===== src/rtl/inv_share_arb_pkg.sv =====
// Shared defaults for the inversion-sharing arbiter slice.
// Holds the width helper used to size requester indices.
package inv_share_arb_pkg;

  function automatic int clog2(input int n);
    int r;
    r = 0;
    while ((1 << r) < n) r++;
    return r;
  endfunction

  localparam int NREQ_DEF = 4;
  localparam int DW_DEF   = 8;
  localparam int IDW_DEF  = clog2(NREQ_DEF);

endpackage


===== src/rtl/rr_arbiter_core.sv =====
// Combinational round-robin picker.
// Searches upward from rr_ptr_i, wrapping, and reports one-hot plus index.
module rr_arbiter_core
  import inv_share_arb_pkg::*;
#(
  parameter int NREQ = NREQ_DEF,
  parameter int IDW  = IDW_DEF
) (
  input  logic [NREQ-1:0] req_i,
  input  logic [IDW-1:0]  rr_ptr_i,
  input  logic            en_i,
  output logic [NREQ-1:0] gnt_o,
  output logic [IDW-1:0]  idx_o
);

  int             c;
  logic [IDW-1:0] ci;
  logic           found;

  // first asserted request at or after the pointer, in wrap order
  always_comb begin
    gnt_o = '0;
    idx_o = '0;
    found = 1'b0;
    c     = 0;
    ci    = '0;
    for (int k = 0; k < NREQ; k++) begin
      c  = (int'(rr_ptr_i) + k) % NREQ;
      ci = IDW'(c);
      if (en_i && !found && req_i[ci]) begin
        found     = 1'b1;
        gnt_o[ci] = 1'b1;
        idx_o     = ci;
      end
    end
  end

endmodule


===== src/rtl/inv_share_arb.sv =====
// Shares one registered inversion stage among NREQ requesters.
// The result register doubles as a one-deep valid/ready output slot.
module inv_share_arb
  import inv_share_arb_pkg::*;
#(
  parameter int NREQ = NREQ_DEF,
  parameter int DW   = DW_DEF,
  parameter int IDW  = IDW_DEF
) (
  input  logic               clk,
  input  logic               rst_n,
  input  logic [NREQ-1:0]    req,
  input  logic [NREQ*DW-1:0] req_data,
  output logic [NREQ-1:0]    gnt,
  output logic               out_valid,
  input  logic               out_ready,
  output logic [DW-1:0]      out_data,
  output logic [IDW-1:0]     out_id,
  output logic               busy
);

  logic            valid_q, valid_d;
  logic [DW-1:0]   data_q, data_d;
  logic [IDW-1:0]  id_q, id_d;
  logic [IDW-1:0]  ptr_q, ptr_d;
  logic            slot_free;
  logic            arb_en;
  logic [NREQ-1:0] gnt_w;
  logic [IDW-1:0]  gidx;
  logic [DW-1:0]   sel_data;

  // A draining word frees the slot in the same cycle it leaves.
  assign slot_free = ~valid_q | out_ready;
  assign arb_en    = slot_free & rst_n;

  rr_arbiter_core #(
    .NREQ (NREQ),
    .IDW  (IDW)
  ) u_arb (
    .req_i    (req),
    .rr_ptr_i (ptr_q),
    .en_i     (arb_en),
    .gnt_o    (gnt_w),
    .idx_o    (gidx)
  );

  // pick the granted requester's word out of the flat bus
  always_comb begin
    sel_data = '0;
    for (int i = 0; i < NREQ; i++) begin
      if (gnt_w[i]) sel_data = req_data[i*DW +: DW];
    end
  end

  // load on grant, empty on drain, otherwise hold
  always_comb begin
    valid_d = valid_q;
    data_d  = data_q;
    id_d    = id_q;
    ptr_d   = ptr_q;
    if (|gnt_w) begin
      valid_d = 1'b1;
      data_d  = ~sel_data;
      id_d    = gidx;
      ptr_d   = (gidx == IDW'(NREQ - 1)) ? '0 : gidx + IDW'(1);
    end else if (valid_q && out_ready) begin
      valid_d = 1'b0;
    end
  end

  // output slot and round-robin pointer
  always_ff @(posedge clk or negedge rst_n) begin
    if (!rst_n) begin
      valid_q <= 1'b0;
      data_q  <= '0;
      id_q    <= '0;
      ptr_q   <= '0;
    end else begin
      valid_q <= valid_d;
      data_q  <= data_d;
      id_q    <= id_d;
      ptr_q   <= ptr_d;
    end
  end

  assign gnt       = gnt_w;
  assign out_valid = valid_q;
  assign out_data  = data_q;
  assign out_id    = id_q;
  assign busy      = valid_q & ~out_ready;

endmodule


===== config.mk =====
export PLATFORM = sky130hd
export DESIGN_NAME = inv_share_arb
export DESIGN_NICKNAME = d
export VERILOG_FILES = /design/src/rtl/inv_share_arb_pkg.sv /design/src/rtl/rr_arbiter_core.sv /design/src/rtl/inv_share_arb.sv
export SDC_FILE = /design/constraint.sdc
export NUM_CORES = 1
export LEC_CHECK = 0
export ABC_AREA = 1
export BUFFER_PORTS_ARGS = -buffer_cell sky130_fd_sc_hd__buf_2
export CAP_MARGIN = 20
export CORE_AREA = 2 2 60 62
export DETAILED_ROUTE_END_ITERATION = 10
export DIE_AREA = 0 0 62 64
export PLACE_DENSITY = 0.73
export SYNTH_ARGS = -nofsm -noshare
export SYNTH_HDL_FRONTEND = slang
export SYNTH_HIERARCHICAL = 1
export SYNTH_SLANG_ARGS = --single-unit
export TNS_END_PERCENT = 50

===== constraint.sdc =====
create_clock -name clk -period 4.6 [get_ports clk]
set_input_delay 0.46 -clock clk [delete_from_list [all_inputs] [get_ports clk]]
set_output_delay 0.46 -clock clk [all_outputs]
set_load 0.05 [all_outputs]

# --- Word level (Yosys, flattened, before mapping) ---
# Index checks and enable logic that the tools add are counted.
# W data, S select, Z words.
classes:
  add_sub_neg: 4
  magnitude_cmp: 8
  eq_ne: 1
  n_mux: 34
  bitwise_logic: 9
  n_reduce_logical: 17
ops:
  columns: ["cell", "n"]
  rows:
  - ["$mux W8", 4]
  - ["$mux W4", 4]
  - ["$mux W1", 13]
  - ["$logic_and A1 B1 Y1", 12]
  - ["$lt A2 B3 Y1 const B", 4]
  - ["$or A4 B4 Y4", 3]
  - ["$mux W2", 5]
  - ["$bmux W1 S2", 4]
  - ["$demux W1 S2", 4]
  - ["$ge A2 B1 Y1 const B", 4]
  - ["$not A8 Y8", 1]
  - ["$add A2 B1 Y2 const B", 2]
  - ["$add A2 B2 Y2 const B", 2]
  - ["$reduce_or A4 Y1", 1]
  - ["$logic_not A1 Y1", 3]
  - ["$and A1 B1 Y1", 2]
  - ["$eq A2 B2 Y1 const B", 1]
  - ["$not A1 Y1", 2]
  - ["$reduce_bool A2 Y1", 1]
  - ["$or A1 B1 Y1", 1]
totals:
  ff_bits: 13
  in_bits: 39
  output_inout_bits: 16
  elab_cells: 77

# --- Depth between registers and ports, before layout ---
# Gate-level depths: netlist of the first run.
logic_depth:
  depth_word: 22
  depth_mapped: 18
  mapped_depth_nobuf: 16

# --- Cells and area by module ---
# The synthesis of the first run kept the hierarchy.
by_module_without_submodules:
  columns: ["module", "instances", "cells_each", "area_each_um2", "seq_area_each_um2"]
  rows:
  - ["inv_share_arb", 1, 140, 943.4, 325.3]
  - ["rr_arbiter_core", 1, 82, 505.5, 0.0]

# --- Worst setup path before layout of the first run ---
# No wires, ideal clock.
synth_path:
  path_kind: "reg-to-reg"
  start: "register valid_q, in the netlist out_valid"
  end: "register data_q[1], in the netlist out_data[1]"
  setup_ps: 118
  t_arrival_ps: 2796
  required_time_ps: 4482
  path_slack_ps: 1686
  path_stages_with_launch: 17
  path_buffers: 3
  synth_period_minus_slack_ps: 2914
  path_cell_list: "dfrtp_1 nand2_1 inv_1 nor2_1 nand2_4 nor2_4 buf_6 nand3_1 nand3_1 buf_6 nor2_4 nand2_4 inv_4 buf_12 nor2_2 nand2_1 nand2_1"
synth_between:
  elab_chain_len: 22
  word_cells_on_any_way: 29
  classes_between: "11 x mux; 7 x bitwise; 11 x reduce/logical"
synth_rtl:
  columns: ["item", "line_no", "source"]
  rows:
  - ["start: declaration", "inv_share_arb.sv:22", "logic valid_q, valid_d;"]
  - ["start signal: assignment", "inv_share_arb.sv:79", "valid_q <= valid_d;"]
  - ["$not A1 Y1 (*)", "inv_share_arb.sv:33", "assign slot_free = ~valid_q | out_ready;"]
  - ["$or A1 B1 Y1 (*)", "inv_share_arb.sv:33", null]
  - ["$and A1 B1 Y1 (*)", "inv_share_arb.sv:34", "assign arb_en = slot_free & rst_n;"]
  - ["via arb_en", "inv_share_arb.sv:27", "logic arb_en;"]
  - ["$logic_and A1 B1 Y1", "rr_arbiter_core.sv:30", "if (en_i && !found && req_i[ci]) begin"]
  - ["$mux W1", "rr_arbiter_core.sv:30", null]
  - ["$logic_not A1 Y1", "rr_arbiter_core.sv:30", null]
  - ["$logic_and A1 B1 Y1 (2 in series)", "rr_arbiter_core.sv:30", null]
  - ["[... 2 more ...]", null, null]
  - ["$logic_and A1 B1 Y1 (2 in series)", "rr_arbiter_core.sv:30", null]
  - ["$mux W1", "rr_arbiter_core.sv:30", null]
  - ["$logic_not A1 Y1", "rr_arbiter_core.sv:30", null]
  - ["$logic_and A1 B1 Y1 (2 in series)", "rr_arbiter_core.sv:30", null]
  - ["$mux W4 (*)", "rr_arbiter_core.sv:30", null]
  - ["via gnt[0]", "inv_share_arb.sv:14", "output logic [NREQ-1:0] gnt,"]
  - ["$mux W8 (4 in series)", "inv_share_arb.sv:51", "if (gnt_w[i]) sel_data = req_data[i*DW +: DW];"]
  - ["$not A8 Y8", "inv_share_arb.sv:63", "data_d = ~sel_data;"]
  - ["end signal: assignment", "inv_share_arb.sv:80", "data_q <= data_d;"]
  - ["end: declaration", "inv_share_arb.sv:23", "logic [DW-1:0] data_q, data_d;"]
# Mark *: on every way through the listed nets, which the timed path passes. The rest lies on a longest branch.
# A chain may end at the register's enable or synchronous reset.

# --- Final worst setup path of the first run ---
layout_path:
  start: "register ptr_q[0]"
  end: "output port gnt[3]"
layout_between:
  elab_chain_len: 16
  word_cells_on_any_way: 51
  classes_between: "3 x add/sub; 8 x order compare; 23 x mux; 3 x bitwise; 14 x reduce/logical"
layout_rtl:
  columns: ["item", "line_no", "source"]
  rows:
  - ["start: declaration", "inv_share_arb.sv:25", "logic [IDW-1:0] ptr_q, ptr_d;"]
  - ["start signal: assignment", "inv_share_arb.sv:82", "ptr_q <= ptr_d;"]
  - ["branches (longest 15 deep; another with $lt A2 B3 Y1)", null, null]
  - ["$mux W4 (*)", "rr_arbiter_core.sv:30", null]
  - ["end: declaration", "inv_share_arb.sv:14", null]
# Every way passes the cells marked *. The select of a mux whose other input is x is not followed.

==> results of run 1 <==
path summary, 6_finish.rpt:
| path | cells after the start | end | slack (ns) | start |
|---|---|---|---|---|
| worst max-delay path | 10 | gnt[3] | 1.05 | ptr_q[0] |
| worst min-delay path | 1 | out_data[1] | 0.06 | rst_n |
| worst max register to register | 14 | ptr_q[0] | 1.61 | ptr_q[0] |
| worst min register to register | 2 | out_data[7] | 0.48 | out_data[7] |
| max in group asynchronous | 1 | out_valid | 4.30 | rst_n |
| min in group clk | 4 | out_valid | 0.44 | out_ready |
layout make-up:
class | instances | area [µm²]
Clock buffer | 4 | 26.3
Fill cell | 351 | 1580
Inverter | 33 | 126
Multi-Input combinational cell | 166 | 896
Sequential cell | 13 | 325
Tap cell | 46 | 57.6
Timing Repair Buffer | 54 | 270
kinds of logic after synthesis:
logic type	Yosys count
AND/OR/NAND/NOR	139
buffers and inverters	43
adder cells (fa/ha/maj)	9
flip-flops	13
AO/OA/AOI/OAI	18
sequential cells by signal (all words and copies together), names as in the netlist:
| register | cells |
|---|---|
| out_data | 8 |
| out_id | 2 |
| out_valid | 1 |
| ptr_q | 2 |
worst register-to-register path: stages (launching register included):
cell and delay [ns]:
dfrtp_1 0.58, inv_2 0.19, ha_1 0.37, inv_1 0.12, nand3_2 0.14, nand2_1 0.10
inv_2 0.04, nor2_4 0.23, nand3_1 0.12, nand3_1 0.53, nor2_4 0.06, nand2_4 0.13
inv_4 0.11, nand2_1 0.10, o21ai_2 0.06
power by group through the flow:
stage / Combinational [mW] / Clock (mW) / Sequential (mW)
6_report: 1.14 / 0.0695 / 0.226
5_1_grt: 1.28 / 0.0772 / 0.235
4_1_cts: 1.15 / 0.0725 / 0.227
3_5_place_dp: 1.15 / 0 / 0.229
3_3_place_gp: 1.14 / 0 / 0.228
2_1_floorplan: 0.867 / 0 / 0.393
layer usage:
| layer | vias to the layer above | share of wire, % | track usage, % |
|---|---|---|---|
| met5 | - | 0 | 0 |
| met2 | 54 | 45 | 28.4 |
| met4 | 0 | 0 | 0.798 |
| met3 | 0 | 9.1 | 4.86 |
| met1 | 618 | 46 | 22.1 |
| li1 | 794 | - | - |
layout by cell type, fill, tap and decap left out, types with 2 or more instances in the layout:
master / netlist / layout
a21oi_1: 16 / 16
inv_2: 2 / 2
nand2_2: 3 / 3
ha_1: 9 / 9
dfrtp_1: 13 / 13
nor2_2: 8 / 8
nand3_2: 3 / 3
nand2_1: 78 / 78
inv_1: 30 / 30
nor2_1: 2 / 2
clkbuf_4: 0 / 3
nand3_1: 31 / 31
buf_2: 2 / 54
nand4_1: 5 / 5
nor2_4: 3 / 3
nand2_4: 3 / 3
==> flow_metrics.env, run 1 <==
export IMPL_path_class="reg2out"
export IMPL_cts_sinks=13
export IMPL_firstDrtPassIters=5
export IMPL_critPathCaptureType="output pin"
export IMPL_clock_latency_ns=0.27
export IMPL_total_power_mw=1.43
export IMPL_drc=0
export IMPL_slew_limit_headroom_pct=55.0
export IMPL_synthArstFlopShare_pct=100
export IMPL_setup_violations=0
export IMPL_intPower_mw=0.538
export IMPL_coreArea_um2=3280
export IMPL_clockBufferDepth=2
export IMPL_fin_crit_ns=3.55
export IMPL_synth_most_common_cell="nand2_1"
export IMPL_hold_viol=0
export IMPL_wl_mm=3.31
export IMPL_ant_nets=0
export IMPL_synthFlopType="dfrtp_1"
export IMPL_synth_compound_area_share_pct=6.65
export IMPL_die_w_um=62
export IMPL_p_leak_nw=1.05
export IMPL_critical_path_buf_inv_count=4
export IMPL_nets=319
export IMPL_final_area_um2=1700
export IMPL_grt_overflow=0
export IMPL_grt_max_degree=21
export IMPL_track_usage_pct=16.9
export IMPL_pwr_share_comb_pct=79.3
export IMPL_fin_ws_ns=1.05
export IMPL_tightest_slew_ns=0.673
export IMPL_syn_inst=222
export IMPL_place_gp_congestion=0.883
export IMPL_power_frac_seq_pct=15.8
export IMPL_holdWs_ns=0.0599
export IMPL_netlist_cell_type_count=24
export IMPL_rsz0062_at_grt="no"
export IMPL_placed_cell_area_um2=1680
export IMPL_post_dp_hpwl_mm=2.65
export IMPL_muxShareOfSynthArea_pct=0
export IMPL_cts_setup_buffers=0
export IMPL_peakVddDrop_mv=0.377
export IMPL_crit_fanout=18
export IMPL_max_freq_ghz=0.281
export IMPL_final_setup_tns_ns=0
export IMPL_crit_required_ns=4.14
export IMPL_grt_pass1_wl_mm=5.31
export IMPL_yosys_top_cells_count="78 x nand2_1, 31 x nand3_1, 30 x inv_1, 16 x a21oi_1, 13 x dfrtp_1"
export IMPL_cts_tree="yes"
export IMPL_pwr_share_clk_pct=4.9
export IMPL_via_count=1466
export IMPL_grt_pass1_vias=1304
export IMPL_dieArea_um2=3970
export IMPL_cts_resized=0
export IMPL_final_cell_count_no_fill=316
export IMPL_synth_largest_area_cell="dfrtp_1"
export IMPL_portBuffers=54
export IMPL_synth_top_area_share_pct=22.5
export IMPL_worstPathCellList="inv_2, ha_1, inv_1, nand3_2, nand2_1, inv_2, nor2_4, nand3_1, nand3_1, buf_2"
export IMPL_synth_area_per_cell_um2=6.53
export IMPL_syn_area_um2=1450
export IMPL_cp_start_kind="register"
export IMPL_cts_buffers=3
export IMPL_hp_class="in2async"
export IMPL_viasPerCell=4.64
export IMPL_synth_edf_count=0
export IMPL_slowest_delay_ns=0.58
export IMPL_power_switching_mw=0.893
export IMPL_area_growth_pct=17.4
export IMPL_slowest_stage="dfrtp_1"
export IMPL_place_ws_ns=1.37
export IMPL_finalCritPeriodShare_pct=77.3
export IMPL_cts_hold_buf=0
export IMPL_drive_above_1_share_pct=30.4
export IMPL_clk_pin_slew_ns=0.08
export IMPL_ys_seq_area_share_pct=22.5
export IMPL_status="finished, final reports clean"
export IMPL_io_pins=55
export IMPL_synth_fa_ha_area_share_pct=7.77
export IMPL_p_per_area_nw_per_um2=841
export IMPL_synth_xor_area_share_pct=0
export IMPL_antenna_found_initial=0
export IMPL_cts_max_level=1
export IMPL_arrival_ns=3.09
export IMPL_cp_top_family="simple AND/OR/NAND/NOR gates"
export IMPL_dp_cells=312
export IMPL_start_util_pct=44.1
export IMPL_maxCapViolations=0
export IMPL_postLayoutCoreUtil_pct=51.8
export IMPL_num_rows=21
export IMPL_cts_root_buffer="clkbuf_4"
export IMPL_die_y_um=64
export IMPL_drt_first_iter_violations=106
export IMPL_synth_area_top_cells="dfrtp_1 22%, nand2_1 20%, nand3_1 11%"
export IMPL_finalMaxSlewViolations=0
export IMPL_synth_top_family_by_area="simple AND/OR/NAND/NOR gates"
export IMPL_wl_per_cell_um=10.5
export IMPL_fin_worst_skew_ns=0.00754
export IMPL_syn_num_nets=270
export IMPL_yosysWarnings=6
export IMPL_antenna_cells=0
export IMPL_synth_seq_cells=13
export IMPL_synth_simple_area_share_pct=47.4
export IMPL_swShare_pct=62.4
Note: power is estimated with default switching activity, not from simulation.
==> run 2, diff against run 1 <==
Settings changed: ABC_AREA 1 to 0, CORE_AREA 2 2 60 62 to 2 2 59 61, DIE_AREA 0 0 62 64 to 0 0 61 63.
Clock period 4.6 ns to 3 ns, I/O delays scaled along.
==> run 2 against run 1 <==
Compared with the run above:
- first-iteration DRC count fell by 30%
- setup slack got worse by 0.89 ns
- non-clock buffer count rose by 9
- hold slack improved by 0.21 ns
- core utilization rose by 1.4 points
- highest routed layer is now met4
- sequential share of layout area fell by 0.14 points
- critical endpoint is now gnt[2]
- clock skew fell by 0.0013 ns
- critical path depth fell by 1
- die area fell by 3.2%
- sequential power rose by 43%
- design area rose by 1.1%
==> flow_metrics.env, run 2 <==
export IMPL_die_y_um=63
export IMPL_post_dp_hpwl_mm=2.65
export IMPL_ff2ff_setup_slack_ns=0.18
export IMPL_ant_nets=0
export IMPL_crit_required_ns=2.70
export IMPL_antenna_cells=0
export IMPL_nets=271
export IMPL_cts_buffers=3
export IMPL_p_per_area_nw_per_um2=1120
export IMPL_track_usage_pct=18.4
export IMPL_setup_violations=0
export IMPL_grt_pass1_wl_mm=5.51
export IMPL_slew_limit_headroom_pct=70.9
export IMPL_place_ws_ns=0.0907
export IMPL_hold_viol=0
export IMPL_fin_ws_ns=0.155
export IMPL_synth_edf_count=0
export IMPL_r2r_end="out_data[3]"
export IMPL_coreArea_um2=3230
export IMPL_synth_simple_area_share_pct=17.0
export IMPL_final_setup_tns_ns=0
export IMPL_r2r_start="ptr_q[0]"
export IMPL_ys_seq_area_share_pct=24.6
export IMPL_final_area_um2=1720
export IMPL_drc=0
export IMPL_fin_worst_skew_ns=0.00629
export IMPL_max_freq_ghz=0.351
export IMPL_min_delay_worst_endpoint="out_data[1]"
export IMPL_synth_top_family_by_area="compound AO/OA/AOI/OAI gates"
export IMPL_peakVddDrop_mv=0.551
export IMPL_clock_latency_ns=0.27
export IMPL_syn_num_nets=214
export IMPL_clk_pin_slew_ns=0.08
export IMPL_cts_sinks=13
export IMPL_synth_top_area_share_pct=24.6
export IMPL_cts_root_buffer="clkbuf_4"
export IMPL_yosysWarnings=6
export IMPL_grt_pass1_vias=1236
export IMPL_total_power_mw=1.93
export IMPL_synth_seq_cells=13
export IMPL_finalMaxSlewViolations=0
export IMPL_cts_setup_buffers=0
export IMPL_largest_reg_flops=8
export IMPL_fin_crit_ns=2.85
export IMPL_final_cell_mix="51 x buf_2, 31 x nand2_1, 24 x a21oi_1"
export IMPL_dieArea_um2=3840
export IMPL_min_from="req_data[25]"
export IMPL_place_gp_congestion=0.875
export IMPL_netlist_cell_type_count=36
export IMPL_via_count=1352
export IMPL_muxShareOfSynthArea_pct=8.51
export IMPL_yosys_top_cells_count="31 x nand2_1, 24 x a21oi_1, 13 x dfrtp_1, 13 x o21ai_0, 11 x inv_1"
export IMPL_synth_compound_area_share_pct=31.8
export IMPL_firstDrtPassIters=4
export IMPL_p_leak_nw=0.824
export IMPL_synth_area_top_cells="dfrtp_1 25%, a21oi_1 9.1%, nand2_1 8.8%"
export IMPL_rr_worst_depth=10
export IMPL_status="finished, final reports clean"
export IMPL_layout_commonest_cell="buf_2"
export IMPL_syn_area_um2=1320
export IMPL_maxCapViolations=0
export IMPL_crit_fanout=18
export IMPL_postLayoutCoreUtil_pct=53.2
export IMPL_synth_fa_ha_area_share_pct=8.51
export IMPL_num_rows=21
export IMPL_arrival_ns=2.55
export IMPL_synth_most_common_cell="nand2_1"
export IMPL_hp_class="in2reg"
export IMPL_start_util_pct=40.9
export IMPL_critPathCaptureType="output pin"
export IMPL_synth_largest_area_cell="dfrtp_1"
export IMPL_antenna_found_initial=0
export IMPL_syn_inst=166
export IMPL_grt_overflow=0
export IMPL_drt_first_iter_violations=74
export IMPL_grt_max_degree=19
export IMPL_wl_mm=3.43
export IMPL_cts_max_level=1
export IMPL_cp_start_kind="input pin"
export IMPL_cts_tree="yes"
export IMPL_path_class="in2out"
export IMPL_synthArstFlopShare_pct=100
export IMPL_portBuffers=54
export IMPL_viasPerCell=5.04
export IMPL_synth_area_per_cell_um2=7.97
export IMPL_drive_above_1_share_pct=41.0
export IMPL_placed_cell_area_um2=1680
export IMPL_area_growth_pct=30.1
export IMPL_whs_path_depth=4
export IMPL_io_pins=55
export IMPL_synthFlopType="dfrtp_1"
export IMPL_die_w_um=61
export IMPL_tightest_slew_ns=0.424
export IMPL_finalCritPeriodShare_pct=94.8
export IMPL_synth_xor_area_share_pct=0
export IMPL_wl_per_cell_um=12.8
export IMPL_clockBufferDepth=2
[run 2: kinds of logic after synthesis]
logic type / Yosys count
muxes: 8
adders and majority gates: 9
DFF: 13
and+or+nand+nor: 49
buffers and inverters: 23
AOI/OAI and AO/OA: 64
[run 2: worst max path at each step]
stage	start	end	slack, ns	cells after the start
3_5_place_dp	ptr_q[0]	out_data[3]	0.09	10
5_1_grt	rst_n	gnt[3]	-0.009	9
6_report	rst_n	gnt[2]	0.15	9
3_3_place_gp	ptr_q[0]	out_data[3]	0.14	10
2_1_floorplan	ptr_q[0]	out_data[0]	-0.22	14
4_1_cts	ptr_q[0]	gnt[3]	0.05	9
[run 2: per-stage QoR]
stage | std cells | hold slack (ns)
floorplan | 166 | 0.00441
global placement | 263 | 0.275
detailed placement | 263 | 0.277
CTS | 268 | 0.263
global route | 268 | 0.261
finish | 268 | 0.270
[run 2: repair_timing]
| action | CTS | global route |
|---|---|---|
| endpoints found under the setup margin | 0 | 5 |
| hold buffers | 1 | 0 |
| endpoints found under the hold margin | 13 | 0 |
| gates resized for setup | 0 | 4 |
[run 2: final cells by class]
cell class | instances | area, µm²
Fill cell | 323 | 1510
Multi-Input combinational cell | 130 | 905
Timing Repair Buffer | 63 | 348
Sequential cell | 13 | 327
Inverter | 12 | 57.6
Tap cell | 46 | 57.6
Clock buffer | 4 | 26.3
[run 2: critical path, stage by stage]
cell and delay [ns]:
dlygate4sd3_1 0.52, buf_2 0.12, and2_1 0.29, o211ai_1 0.13, o22ai_1 0.23, and3b_2 0.28
a221o_2 0.17, buf_4 0.22, clkbuf_4 0.27
[run 2: where the power goes]
part | total, mW | internal (mW) | switching [mW]
clock | 0.105 | 0.0515 | 0.0538
combinational | 1.50 | 0.539 | 0.958
sequential | 0.324 | 0.267 | 0.0569
[run 2: per-layer routing]
layer | vias to the layer above | GRT usage [%] | routed length (µm)
met5 | - | 0 | 0
met4 | 0 | 4.62 | 21
met3 | 2 | 3.73 | 139
met2 | 41 | 30.1 | 1680
met1 | 604 | 24.4 | 1590
li1 | 705 | - | -
